[src/rtl/reflet_ram_arbiter.sv]
// Two-port round-robin arbiter in front of a single-port RAM with fixed read latency.
// One access in flight at a time: IDLE (arbitrate) -> ACCESS (ram_latency cycles) -> DONE (pulse).
module reflet_ram_arbiter #(
  parameter int wordsize    = 16,
  parameter int ram_latency = 2
) (
  input  logic                clk,
  input  logic                reset,
  input  logic                req0,
  input  logic [wordsize-1:0] addr0,
  input  logic [wordsize-1:0] wdata0,
  input  logic                we0,
  output logic [wordsize-1:0] rdata0,
  output logic                done0,
  input  logic                req1,
  input  logic [wordsize-1:0] addr1,
  input  logic [wordsize-1:0] wdata1,
  input  logic                we1,
  output logic [wordsize-1:0] rdata1,
  output logic                done1,
  output logic                grant,
  output logic                busy,
  output logic [wordsize-1:0] ram_addr,
  output logic [wordsize-1:0] ram_data_out,
  input  logic [wordsize-1:0] ram_data_in,
  output logic                ram_write_en
);
  typedef enum logic [1:0] {IDLE = 2'd0, ACCESS = 2'd1, DONE = 2'd2} state_t;

  localparam int CW = (ram_latency > 1) ? $clog2(ram_latency) : 1;
  localparam logic [CW-1:0] CNT_INIT = CW'(ram_latency - 1);

  state_t              state_q, state_d;
  logic [CW-1:0]       count_q, count_d;
  logic                last_q, last_d;
  logic                grant_q, grant_d;
  logic                wr_q, wr_d;
  logic                we_q, we_d;
  logic [wordsize-1:0] addr_q, addr_d;
  logic [wordsize-1:0] wdat_q, wdat_d;
  logic [wordsize-1:0] rdata0_q, rdata0_d;
  logic [wordsize-1:0] rdata1_q, rdata1_d;
  logic                start, pick;

  // On a tie the port that did not win last time goes next.
  always_comb begin
    start = req0 | req1;
    pick  = (req0 & req1) ? ~last_q : req1;
  end

  always_ff @(posedge clk or posedge reset) begin
    if (reset) state_q <= IDLE;
    else       state_q <= state_d;
  end

  always_comb begin
    state_d = state_q;
    case (state_q)
      IDLE:    if (start) state_d = ACCESS;
      ACCESS:  if (count_q == '0) state_d = DONE;
      DONE:    state_d = IDLE;
      default: state_d = IDLE;
    endcase
  end

  always_comb begin
    count_d  = count_q;
    last_d   = last_q;
    grant_d  = grant_q;
    wr_d     = wr_q;
    we_d     = 1'b0;
    addr_d   = addr_q;
    wdat_d   = wdat_q;
    rdata0_d = rdata0_q;
    rdata1_d = rdata1_q;
    case (state_q)
      IDLE: if (start) begin
        addr_d  = pick ? addr1  : addr0;
        wdat_d  = pick ? wdata1 : wdata0;
        wr_d    = pick ? we1    : we0;
        we_d    = pick ? we1    : we0;
        grant_d = pick;
        last_d  = pick;
        count_d = CNT_INIT;
      end
      ACCESS: begin
        if (count_q != '0) count_d = count_q - CW'(1);
        else if (!wr_q) begin
          if (grant_q) rdata1_d = ram_data_in;
          else         rdata0_d = ram_data_in;
        end
      end
      default: ;
    endcase
  end

  always_ff @(posedge clk or posedge reset) begin
    if (reset) begin
      count_q  <= '0;
      last_q   <= 1'b1;
      grant_q  <= 1'b0;
      wr_q     <= 1'b0;
      we_q     <= 1'b0;
      addr_q   <= '0;
      wdat_q   <= '0;
      rdata0_q <= '0;
      rdata1_q <= '0;
    end else begin
      count_q  <= count_d;
      last_q   <= last_d;
      grant_q  <= grant_d;
      wr_q     <= wr_d;
      we_q     <= we_d;
      addr_q   <= addr_d;
      wdat_q   <= wdat_d;
      rdata0_q <= rdata0_d;
      rdata1_q <= rdata1_d;
    end
  end

  // The write strobe flop is only ever set on the grant edge, so it covers the first ACCESS cycle.
  always_comb begin
    done0        = (state_q == DONE) & ~grant_q;
    done1        = (state_q == DONE) &  grant_q;
    busy         = (state_q != IDLE);
    grant        = grant_q;
    ram_addr     = addr_q;
    ram_data_out = wdat_q;
    ram_write_en = we_q;
    rdata0       = rdata0_q;
    rdata1       = rdata1_q;
  end
endmodule

[config.mk]
export PLATFORM = sky130hd
export DESIGN_NAME = reflet_ram_arbiter
export DESIGN_NICKNAME = d
export VERILOG_FILES = /design/src/rtl/reflet_ram_arbiter.sv
export SDC_FILE = /design/constraint.sdc
export NUM_CORES = 1
export LEC_CHECK = 0
export BUFFER_PORTS_ARGS = -buffer_cell sky130_fd_sc_hd__buf_2
export CORE_ASPECT_RATIO = 0.9
export CORE_UTILIZATION = 51
export CTS_BUF_LIST = sky130_fd_sc_hd__clkbuf_2
export CTS_CLUSTER_DIAMETER = 60
export CTS_CLUSTER_SIZE = 24
export DETAILED_ROUTE_END_ITERATION = 6
export PLACE_DENSITY = 0.95
export SLEW_MARGIN = 20
export SYNTH_ARGS = -nofsm -noshare
export SYNTH_HDL_FRONTEND = slang
export SYNTH_SLANG_ARGS = --single-unit
[constraint.sdc]
create_clock -name clk -period 5.3 [get_ports clk]
set_clock_uncertainty 0.15 [all_clocks]
set_input_delay 0.265 -clock clk [delete_from_list [all_inputs] [get_ports clk]]
set_output_delay 0.265 -clock clk [all_outputs]
set_load 0.02 [all_outputs]
## Word level (Yosys, flattened, before mapping)

Index checks and enable logic that the tools add are counted.
Widths: inputs -> output; s select.

- Register bits after elaboration: 71
- Input port bits: 86
- Logic and storage cells: 43

- $add $sub $neg: 1
- Equal/unequal tests: 4
- Mux-type cells: 12
- Bitwise logic cells: 8
- Reductions and logical operators: 8

Operators with widths:

| kind | number |
|---|---|
| $mux 16 | 2 |
| $reduce_and 4->1 | 2 |
| $mux 1 | 6 |
| $reduce_and 2->1 | 3 |
| $mux 2 | 2 |
| $ne 2x2->1 const B | 2 |
| $not 1->1 | 4 |
| $pmux 2 s2 | 1 |
| $reduce_bool 2->1 | 2 |
| $and 1x1->1 | 3 |
| $eq 2x1->1 const B | 1 |
| $eq 2x2->1 const B | 1 |
| $logic_not 2->1 | 1 |
| $pmux 1 s2 | 1 |
| $or 1x1->1 | 1 |
| $sub 1x1->1 const B | 1 |

## Logic depth before layout (Yosys ltp)

- Word-level depth: 5
- Depth in mapped cells: 5

## Worst setup path before layout

Ideal clock, no wire load.

- Path type: reg-to-reg
- From: register grant_q, in the netlist grant
- To: register rdata0_q[0], in the netlist rdata0[0]
- Library setup time: 125 ps
- Arrival time: 1,671 ps
- Path slack: 3,354 ps
- Stages on the path, launching flop included: 4
- Buffers on the path: 1
- Period minus slack after synthesis: 1,946 ps
- Path through: dfrtp_1 nor4_2 buf_4 mux2_2

- Word-level cells in the longest chain between the ends: 2

RTL lines:

| element | RTL line | RTL |
|---|---|---|
| from (decl) | 36 | `logic grant_q, grant_d;` |
| from (signal assigned) | 111 | `grant_q <= grant_d;` |
| $not 1->1 (no source line) | n/a |  |
| $reduce_and 4->1 (no source line) | n/a |  |
| to (signal assigned) | 116 | `rdata0_q <= rdata0_d;` |
| to (decl) | 41 | `logic [wordsize-1:0] rdata0_q, rdata0_d;` |

No other way between the ends.
A chain may end at the register's enable or synchronous reset.

## Final worst setup path

- From: register last_q
- To: register addr_q[12], in the netlist ram_addr[12]

- Word-level cells in the longest chain between the ends: 3

RTL lines:

| element | RTL line | RTL |
|---|---|---|
| from (decl) | 35 | `logic last_q, last_d;` |
| from (signal assigned) | 110 | `last_q <= last_d;` |
| $not 1->1 | 48 | `pick = (req0 & req1) ? ~last_q : req1;` |
| $mux 1 | 48 |  |
| $mux 16 | 78 | `addr_d = pick ? addr1 : addr0;` |
| to (signal assigned) | 114 | `addr_q <= addr_d;` |
| to (decl) | 39 | `logic [wordsize-1:0] addr_q, addr_d;` |

No other way between the ends.

==> impl_metrics.ini <==
[power_and_ir_drop]
switchingPower_mw = 1.10
power.density_mw_per_mm2 = 545
p_sw_frac = 0.409
combinationalPowerShare = 0.516
power.ir.vdd_worst_mv = 0.372
power.sequential.fraction = 0.366
power.static_leakage_nw = 2.43
power.internal_mw = 1.60
share_of_power_burned_in_the_clock_network = 0.117

[logic_synthesis]
share_of_the_synthesized_area_in_the_top_cell_type = 0.561
muxShareOfSynthArea = 0.364
mappedNetlistArea_mm2 = 0.00312
post_synth_xor_area_fraction = 0
synth_simple_gate_area_share = 0.0244
synth_compound_area_frac = 0.0140
syn_nets = 285
synth_adder_area_share = 0
synth_top_family_by_area = multiplexers
yosysWarningCount = 0
synthesis.area_per_instance_um2 = 15.7
seq_area_frac_synth = 0.569
synth_top_area_cell = dfrtp_1
synth-seq-cells = 71
yosys.cell_types.count = 24
syn_inst = 199
yosys-top-cells-area = dfrtp_1, mux2_2, mux2_4, buf_2, dfstp_2

[finish]
num_antenna_cells = 0
area.growth.synth_to_final_pct = 58.6
finish.instance_area_mm2 = 0.00495
drive_above_1_share = 0.616
final_net_count = 529
postLayoutCoreUtil = 0.855
fill_cells = 275

[sta]
maxSlewViolCount = 0
grt_setup_unrepaired = no
holdWs_ns = 0.377
tightest_slew_ns = 0.901
post-route-worst-setup-slack_ns = 2.45
setup_viol_count_final = 0
hold_viol = 0
finalCritPeriodShare = 0.538
timing.final.crit_period_ns = 2.85
max-slew-margin-rel = 0.399
fmax_mhz = 351
finalSetupTns_ns = 0

[clocking]
tritoncts_num_sinks = 71
cts_tree = built
tritoncts.num_buffers = 9
buffers_inserted_by_post_cts_timing_repair = 0
worst_skew_pair.late_latency_ns = 0.50
cts.clk_slew.worst_paths_ns = 0.22
cts_repair_resize_count = 0
postCtsHoldBufs = 85
clock_root_buffer = clkbuf_2
cts.path.max_buffers = 2
htree_num_levels = 3

[placement]
port_buffers = 154
preCtsSetupSlack_ns = 3.13
gp_routability_congestion = 0.787
postPlaceCellArea_mm2 = 0.00393
detailedPlacementHpwl_um = 4700

[floorplanning]
start_util = 0.540
design.portCount = 155
floorplan.core_area_mm2 = 0.00579
die-height_um = 76.3
fp.dieArea_mm2 = 0.00644
rows = 26
die_w_um = 84.5

[route]
routed_wl_um = 9420
detail-route-antenna-nets = 0
via_per_instance_ratio = 5.20
dr_total_vias = 2694
first_iter_violations = 107
post_drt_wl_per_cell_um = 18.2
drcViolationCount = 12
detail_route.first_pass.iterations = 7

[setup_path]
critical_path.most_common_cell = mux2_2
terminus_of_the_critical_flop_to_flop_path = ram_addr[12]
critical_path.startpoint = last_q
reg2regPathDepth = 4
r2r-start = last_q
timing.critical_path.required_ns = 5.56
timing.critical_path.slowest_cell_delay_ns = 0.71
critPathCaptureType = flip-flop
ff2ff_setup_slack_ns = 2.45
critical-path-slowest-cell = a21bo_2
worst-endpoint-arrival_ns = 3.11
startpoint_type = flip-flop
crit_fanout = 34
cp_cell_sequence = a21bo_2 > mux2_2 > dlygate4sd3_1 > mux2_2
worstSetupPathType = reg2reg

[hold_path]
worst_hold_startpoint = ram_data_in[6]
min_delay_worst_endpoint = rdata1[6]
hold-path-cell-count = 3
hold_class = in2reg

[grt]
grt_first_pass_wirelength_um = 15000
first_global_vias = 3009
groute.usage.overall = 0.304
grt_antenna_before_repair = 0
grt_start_max_net_pins = 72
gr-total-overflow = 0

[run_status]
violated_checks = design-rule violations
status = complete, but fails checks

[job]
maxCapViolCount = 0
-- worst max-delay path, delay by kind of cell, from the launching register on --
family	cells	cell delay [ns]
compound gates	1	0.71
buf+inv	1	0.58
flops	1	0.59
mux	2	0.71
-- cells in the mapped netlist --
| cell type | number |
|---|---|
| nand2_1 | 2 |
| mux2_2 | 86 |
| nor2_1 | 3 |
| buf_2 | 6 |
| o21ai_2 | 1 |
| buf_4 | 1 |
| or4b_4 | 1 |
| mux2i_1 | 2 |
| and3b_2 | 1 |
| dfrtp_1 | 70 |
| nor3b_1 | 1 |
| nand2b_4 | 1 |
| buf_6 | 1 |
| a31oi_1 | 1 |
| mux2_4 | 10 |
| clkbuf_1 | 1 |
| a21bo_2 | 1 |
| a21oi_1 | 1 |
| o21ai_0 | 1 |
| dfstp_2 | 1 |
| inv_1 | 4 |
| o2bb2ai_1 | 1 |
| nor4_2 | 1 |
| buf_12 | 1 |
-- how the worst max path moves through the flow --
stage | endpoint | slack (ns) | cells past startpoint
6_report | ram_addr[12] | 2.45 | 4
5_1_grt | ram_addr[12] | 2.36 | 4
4_1_cts | ram_data_out[5] | 2.55 | 4
3_5_place_dp | ram_addr[5] | 3.13 | 3
3_3_place_gp | ram_addr[3] | 3.17 | 3
2_1_floorplan | count_q | 3.09 | 1
-- cell families after synthesis --
kind of cell | after synthesis
compound gates | 6
mux | 98
flops | 71
buf+inv | 14
simple gates | 10
-- through the flow --
stage                     instances  power (mW)
after floorplan                 199        1.83
after global placement          414        2.18
after detailed placement        414        2.24
after CTS                       515        2.63
after global routing            518        2.84
final                           518        2.70
-- cell usage in the layout (no fill, tap or decap), types with 3 or more instances in the layout --
| master | count |
|---|---|
| clkbuf_2 | 9 |
| inv_1 | 3 |
| dfrtp_1 | 70 |
| dlygate4sd3_1 | 86 |
| mux2_4 | 10 |
| mux2_2 | 86 |
| buf_2 | 154 |
| nor2_1 | 3 |
-- final cells by class --
cell class | instances | area [µm²] | area share
inverter | 4 | 15.0 | 0.00303
multi-input combinational | 114 | 1270 | 0.257
sequential | 71 | 1780 | 0.359
clock inverter | 7 | 72.6 | 0.0147
timing repair buffer | 243 | 1680 | 0.339
tap | 70 | 87.6 | 0.0177
clock buffer | 9 | 45.0 | 0.00909
-- sequential cells by signal (all words and copies together), names as in the netlist --
| name | flops |
|---|---|
| last_q | 1 |
| rdata0 | 16 |
| count_q | 1 |
| grant | 1 |
| ram_data_out | 16 |
| rdata1 | 16 |
| ram_addr | 16 |
| state_q | 2 |
| wr_q | 1 |
| ram_write_en | 1 |
-- power by group through the flow --
| stage | clock (mW) | combinational [mW] | sequential, mW |
|---|---|---|---|
| final | 0.317 | 1.39 | 0.990 |
| after detailed placement | 0 | 1.25 | 0.985 |
| after global placement | 0 | 1.21 | 0.971 |
| after floorplan | 0 | 0.542 | 1.29 |
| after CTS | 0.318 | 1.34 | 0.975 |
| after global routing | 0.346 | 1.48 | 1.02 |
-- metal layers --
| layer | GRT usage | part of all wire | up-vias | routed length, µm |
|---|---|---|---|---|
| met3 | 0.0878 | 0.066 | 32 | 623 |
| met2 | 0.568 | 0.54 | 136 | 5110 |
| met1 | 0.325 | 0.36 | 1322 | 3400 |
| met4 | 0.107 | 0.031 | 0 | 289 |
| li1 | - | - | 1204 | - |
| met5 | 0 | 0 | - | 0 |
Power figures use the tool's default switching activity.
